## src/rtl/fft_ctrl_pkg.sv

```systemverilog
// Shared definitions for the FFT frame scheduler: top-state encoding and
// default counter width.
package fft_ctrl_pkg;

  // Top-level session state. The encoding is fixed so that status
  // consumers can decode it directly.
  typedef enum logic [1:0] {
    IDLE  = 2'd0,
    RUN   = 2'd1,
    DRAIN = 2'd2
  } state_t;

  // Default width of the frame_limit / frames_done counters.
  localparam int DEFAULT_CNT_W = 16;

endpackage : fft_ctrl_pkg

```

## src/rtl/fft_stage_tracker.sv

```systemverilog
// Tracks one FFT stage: registers its start strobe, keeps a busy flag
// between start and done, and flags done pulses that arrive while the
// stage is idle.
module fft_stage_tracker (
  input  logic clk,
  input  logic rst_n,
  input  logic start_req,    // start condition, already qualified by the caller
  input  logic done,         // completion pulse from the stage
  output logic start,        // registered one-cycle start strobe
  output logic busy,         // stage is working on a frame
  output logic done_ok,      // done accepted (stage was busy)
  output logic protocol_err  // sticky: done seen while idle
);

  // A done only counts when the stage actually owns a frame.
  assign done_ok = done && busy;

  // Start strobe, busy flag and sticky protocol error.
  always_ff @(posedge clk or negedge rst_n) begin
    if (!rst_n) begin
      start        <= 1'b0;
      busy         <= 1'b0;
      protocol_err <= 1'b0;
    end else begin
      // NOTE: every register here reads the pre-edge value of busy; the
      // non-blocking assignments keep that true regardless of statement order.
      start <= start_req;
      if (start_req) begin
        busy <= 1'b1;
      end else if (done_ok) begin
        busy <= 1'b0;
      end
      if (done && !busy) begin
        protocol_err <= 1'b1;
      end
    end
  end

endmodule : fft_stage_tracker

```

## src/rtl/fft_frame_scheduler.sv

```systemverilog
// Frame scheduler for the three-stage FFT pipeline (input clocking,
// butterfly calculation, output clocking). Issues stage start strobes from
// registered state so that consecutive frames overlap, tracks the two
// inter-stage buffers, limits the number of frames per session and supports
// a graceful stop (enable low) or flush.
module fft_frame_scheduler
  import fft_ctrl_pkg::*;
#(
  parameter int CNT_W    = DEFAULT_CNT_W,
  parameter int FFT_SIZE = 8
) (
  input  logic             clk,
  input  logic             rst_n,
  input  logic             enable,
  input  logic             flush,
  input  logic [CNT_W-1:0] frame_limit,
  output logic             load_start,
  input  logic             load_done,
  output logic             calc_start,
  input  logic             calc_done,
  output logic             out_start,
  input  logic             out_done,
  output logic             busy,
  output logic             session_done,
  output logic [CNT_W-1:0] frames_done,
  output logic             protocol_err
);

  // FFT_SIZE only describes the attached datapath; reject nonsense sizes.
  if (FFT_SIZE < 2) begin : g_fft_size_check
    $error("fft_frame_scheduler: FFT_SIZE must be at least 2");
  end

  state_t           state;
  logic [CNT_W-1:0] limit_q;
  logic [CNT_W-1:0] loads_issued;
  logic             buf_a_full;   // input buffer holds a frame awaiting calc
  logic             buf_b_full;   // result buffer holds a frame awaiting output

  logic load_busy, calc_busy, out_busy;
  logic load_ok, calc_ok, out_ok;
  logic load_err, calc_err, out_err;
  logic load_req, calc_req, out_req;
  logic limit_reached;
  logic pipe_empty;

  // A zero limit means "run until told to stop".
  assign limit_reached = (limit_q != '0) && (loads_issued == limit_q);

  // Start conditions, all taken from registered state. Loads are also
  // gated by the live enable/flush levels so that no frame is issued on
  // the same edge a stop request is seen.
  assign load_req = (state == RUN) && enable && !flush && !load_busy &&
                    !buf_a_full && !limit_reached;
  assign calc_req = !calc_busy && buf_a_full && !buf_b_full;
  assign out_req  = !out_busy && buf_b_full;

  assign pipe_empty = !load_busy && !calc_busy && !out_busy &&
                      !buf_a_full && !buf_b_full;

  assign protocol_err = load_err || calc_err || out_err;

  fft_stage_tracker u_load_trk (
    .clk          (clk),
    .rst_n        (rst_n),
    .start_req    (load_req),
    .done         (load_done),
    .start        (load_start),
    .busy         (load_busy),
    .done_ok      (load_ok),
    .protocol_err (load_err)
  );

  fft_stage_tracker u_calc_trk (
    .clk          (clk),
    .rst_n        (rst_n),
    .start_req    (calc_req),
    .done         (calc_done),
    .start        (calc_start),
    .busy         (calc_busy),
    .done_ok      (calc_ok),
    .protocol_err (calc_err)
  );

  fft_stage_tracker u_out_trk (
    .clk          (clk),
    .rst_n        (rst_n),
    .start_req    (out_req),
    .done         (out_done),
    .start        (out_start),
    .busy         (out_busy),
    .done_ok      (out_ok),
    .protocol_err (out_err)
  );

  // Inter-stage buffer occupancy. A buffer is filled by the producing
  // stage's done and emptied when the consuming stage is started; the two
  // events can never coincide because the producer only starts on an
  // empty buffer.
  always_ff @(posedge clk or negedge rst_n) begin
    if (!rst_n) begin
      buf_a_full <= 1'b0;
      buf_b_full <= 1'b0;
    end else begin
      if (calc_req) begin
        buf_a_full <= 1'b0;
      end else if (load_ok) begin
        buf_a_full <= 1'b1;
      end
      if (out_req) begin
        buf_b_full <= 1'b0;
      end else if (calc_ok) begin
        buf_b_full <= 1'b1;
      end
    end
  end

  // Session FSM with registered busy/session_done plus the load and
  // delivered-frame counters.
  always_ff @(posedge clk or negedge rst_n) begin
    if (!rst_n) begin
      state        <= IDLE;
      busy         <= 1'b0;
      session_done <= 1'b0;
      limit_q      <= '0;
      loads_issued <= '0;
      frames_done  <= '0;
    end else begin
      session_done <= 1'b0;

      case (state)
        IDLE: begin
          if (enable && !flush) begin
            state        <= RUN;
            busy         <= 1'b1;
            limit_q      <= frame_limit;
            loads_issued <= '0;
            frames_done  <= '0;
          end
        end
        RUN: begin
          if (!enable || flush || limit_reached) begin
            state <= DRAIN;
          end
        end
        DRAIN: begin
          if (pipe_empty) begin
            state        <= IDLE;
            busy         <= 1'b0;
            session_done <= 1'b1;
          end
        end
        default: begin
          state <= IDLE;
          busy  <= 1'b0;
        end
      endcase

      // Loads only issue in RUN and frames only complete while a stage is
      // busy, so neither update collides with the IDLE->RUN clear above.
      if (load_req && (loads_issued != '1)) begin
        loads_issued <= loads_issued + 1'b1;
      end
      if (out_ok && (frames_done != '1)) begin
        frames_done <= frames_done + 1'b1;
      end
    end
  end

endmodule : fft_frame_scheduler

```

## config.mk

```make
export PLATFORM = sky130hd
export DESIGN_NAME = fft_frame_scheduler
export DESIGN_NICKNAME = d
export VERILOG_FILES = /design/src/rtl/fft_ctrl_pkg.sv /design/src/rtl/fft_stage_tracker.sv /design/src/rtl/fft_frame_scheduler.sv
export SDC_FILE = /design/constraint.sdc
export NUM_CORES = 1
export LEC_CHECK = 0
export ABC_AREA = 1
export CORE_MARGIN = 2
export CORE_UTILIZATION = 50
export DETAILED_ROUTE_END_ITERATION = 7
export GPL_ROUTABILITY_DRIVEN = 0
export PLACE_DENSITY = 0.77
export SYNTH_ARGS = -nofsm -noshare
export SYNTH_HDL_FRONTEND = slang
export SYNTH_SLANG_ARGS = --single-unit
```

## constraint.sdc

```tcl
create_clock -name clk -period 1.6 [get_ports clk]
set_input_delay 0.32 -clock clk [delete_from_list [all_inputs] [get_ports clk]]
set_output_delay 0.32 -clock clk [all_outputs]
set_load 0.01 [all_outputs]
```

==> out/metrics.cfg <==
[final_layout]
regArea_um2 = 1580
mostFrequentLayoutCells = nand2_1, dfrtp_1, buf_4, inv_1, nor2_1
area_growth_syn_to_layout_pct = 45.2
fin_area_um2 = 5050
multiInputGateArea_um2 = 1850
final.fill_count = 468
final_nets = 613
fin_util_pct = 74.7
diodes = 0
drive_above_1_share_pct = 25.6
layout_commonest_cell = nand2_1

[critical_path]
reg2reg_to = loads_issued[3]$_DFFE_PN0P_
cp-endpoint = loads_issued[3]$_DFFE_PN0P_
critPathKind = reg -> reg
start_kind = flop
critPathCaptureType = flop
crit_fanout = 8
reg2reg_slack_ns = -0.17
r2r_cells = 9
crit_path_start = loads_issued[1]$_DFFE_PN0P_
r2r_start = loads_issued[1]$_DFFE_PN0P_
arrival_ns = 2.05
worstPathRequired_ns = 1.88

[global_routing]
grt-ovfl-total = 0
grt_pass1_wl_um = 15000
grt_pass1_vias = 3400
grt_antenna_before_repair = 0
grt_max_degree = 64
grt_usage_pct = 25.1

[clocking]
htreeDepth = 3
cts_root_buf = clkbuf_8
cts.sinks = 63
cts_tree = yes
clk_latency_ns = 0.35
clk_pin_slew_ns = 0.08
numCtsBuffers = 9
cts_buffer_depth = 2

[timing]
grt_setup_unrepaired = yes
drv_slew = 0
hold_viol = 0
worst_slew_pin_slew_ns = 0.362
setup_tns_ns = -2.66
fmax_ghz = 0.564
finalCriticalPeriod_ns = 1.77
finClkSkew_ns = 0.0110
finalCritPeriodShare_pct = 111
timing.final.ws_setup_ns = -0.174
slew-limit-headroom_pct = 75.7
setup_violations = 31

[synth]
synth.net_count = 496
syn_avg_cell_area_um2 = 7.38
synthTopCellsByArea = dfrtp_1, nand2_1, inv_1, nand3_1, nand4_1
netlist_area_um2 = 3480
syn_inst = 471
synth_seq_cells = 63
ys.warnings.count = 0
synth_cell_types = 26
synth.top_cell.area_share_pct = 45.3
synth_largest_area_cell = dfrtp_1
synth.yosys.seq_area_share_pct = 45.3

[drt]
drc_errors = 0
routed_wirelength_um = 10100
ant_nets = 0
firstDrtPassIters = 6
detail_route.wl_per_cell_um = 15.1
drt_iter0_drc = 286
via_count = 3628
via_per_inst = 5.39

[pwr]
p_leak_nw = 2.63
power_density_nw_per_um2 = 1080
vdd_drop_max_mv = 0.989

[floorplanning]
initial_core_util_pct = 51.5
num_io_pins = 45
core_area_um2 = 6760
rows = 30
die_y_um = 87.4
die-area_um2 = 7640
die_x_um = 87.4

[place]
hpwlAfterDp_um = 5960
portBuffers = 44
place_area_um2 = 4360

[status]
status = finished with violations
violations = setup timing

[job]
drv_cap = 0

[min_path]
min_path_type = reg -> reg

==> area by class of cell <==
cell class	count	share of cell area (%)
clock buffers	10	2.73
clock inverters	6	1.36
inverters	63	4.69
multi-input cells	334	36.6
flip-flops and latches	63	31.3
well taps	80	1.98
repair buffers	117	21.3
==> timing repair <==
action	in CTS	in global routing
setup buffers	12	12
hold endpoints to repair	63	0
gates cloned	1	2
pin swaps	14	27
gates resized for setup	25	57
hold buffers	1	0
setup endpoints to repair	35	41
==> critical path, stage by stage, from the launching register on <==
cell and delay, ns:
dfrtp_1 0.43, ha_4 0.18, nand3_4 0.08, nor2_4 0.14
nand3_2 0.13, nor2_4 0.15, nand3_4 0.17, nand3_4 0.23
nand3_2 0.11, nand2_1 0.09
==> how the worst min path moves through the flow <==
stage                     slack [ns]  cells after the start                             endpoint                                start
after floorplan                 0.02                      0               buf_a_full$_DFFE_PN0P_                                rst_n
after global placement          0.36                      2               limit_q[6]$_DFFE_PN0P_                                rst_n
after detailed placement        0.36                      2               limit_q[7]$_DFFE_PN0P_                                rst_n
after CTS                       0.46                      2  u_load_trk.protocol_err$_DFFE_PN0P_  u_load_trk.protocol_err$_DFFE_PN0P_
after global routing            0.50                      2   u_out_trk.protocol_err$_DFFE_PN0P_   u_out_trk.protocol_err$_DFFE_PN0P_
final                           0.47                      2   u_out_trk.protocol_err$_DFFE_PN0P_   u_out_trk.protocol_err$_DFFE_PN0P_
==> flip-flops by register name (all words and copies together) (netlist names), 2 cells and up <==
signal and cells:
frames_done 16, limit_q 16, state 2, loads_issued 16
==> synthesized netlist by cell type (all sizes together) <==
cell type  count
xnor2          2
nor3          10
inv           63
nand2        164
nand4         22
nor2          42
nand3         41
o31ai          1
clkbuf         5
ha             2
mux2           1
xor2          15
a31o           2
a21oi          4
dfrtp         63
buf            8
o21ai         26
==> stage by stage <==
stage	instances	power, mW	setup WS (ns)	hold WS [ns]
after floorplan	471	3.13	-0.00700	0.0244
after global placement	629	3.73	-0.165	0.359
after detailed placement	629	3.80	-0.272	0.357
after CTS	659	5.25	-0.0657	0.465
after global routing	673	5.83	-0.257	0.497
final	673	5.47	-0.174	0.472
==> power breakdown <==
part           internal (mW)  leakage, nW  switching [mW]
clock                  0.769        0.103           0.690
sequential              1.94        0.820           0.248
combinational          0.786         1.70            1.03
==> cells by family (layout without fill, tap and decap cells) <==
kind of cell / after synthesis / after routing / synth area share, %
XOR/XNOR: 17 / 17 / 4.28
AND/OR/NAND/NOR: 279 / 281 / 35.4
adder cells (fa/ha/maj): 2 / 2 / 0.720
AO/OA/AOI/OAI: 33 / 33 / 5.15
multiplexers: 1 / 1 / 0.324
buffers and inverters: 76 / 196 / 8.78
flip-flops: 63 / 63 / 45.3
==> per-layer routing <==
| layer | vias to the layer above | part of all wire [%] | GRT usage [%] |
|---|---|---|---|
| met5 | - | 0 | 0 |
| met1 | 1736 | 41 | 31.0 |
| met4 | 0 | 1.7 | 10.8 |
| li1 | 1734 | - | - |
| met2 | 143 | 52 | 42.8 |
| met3 | 15 | 5.3 | 4.64 |
Note: power is estimated with default switching activity, not from simulation.
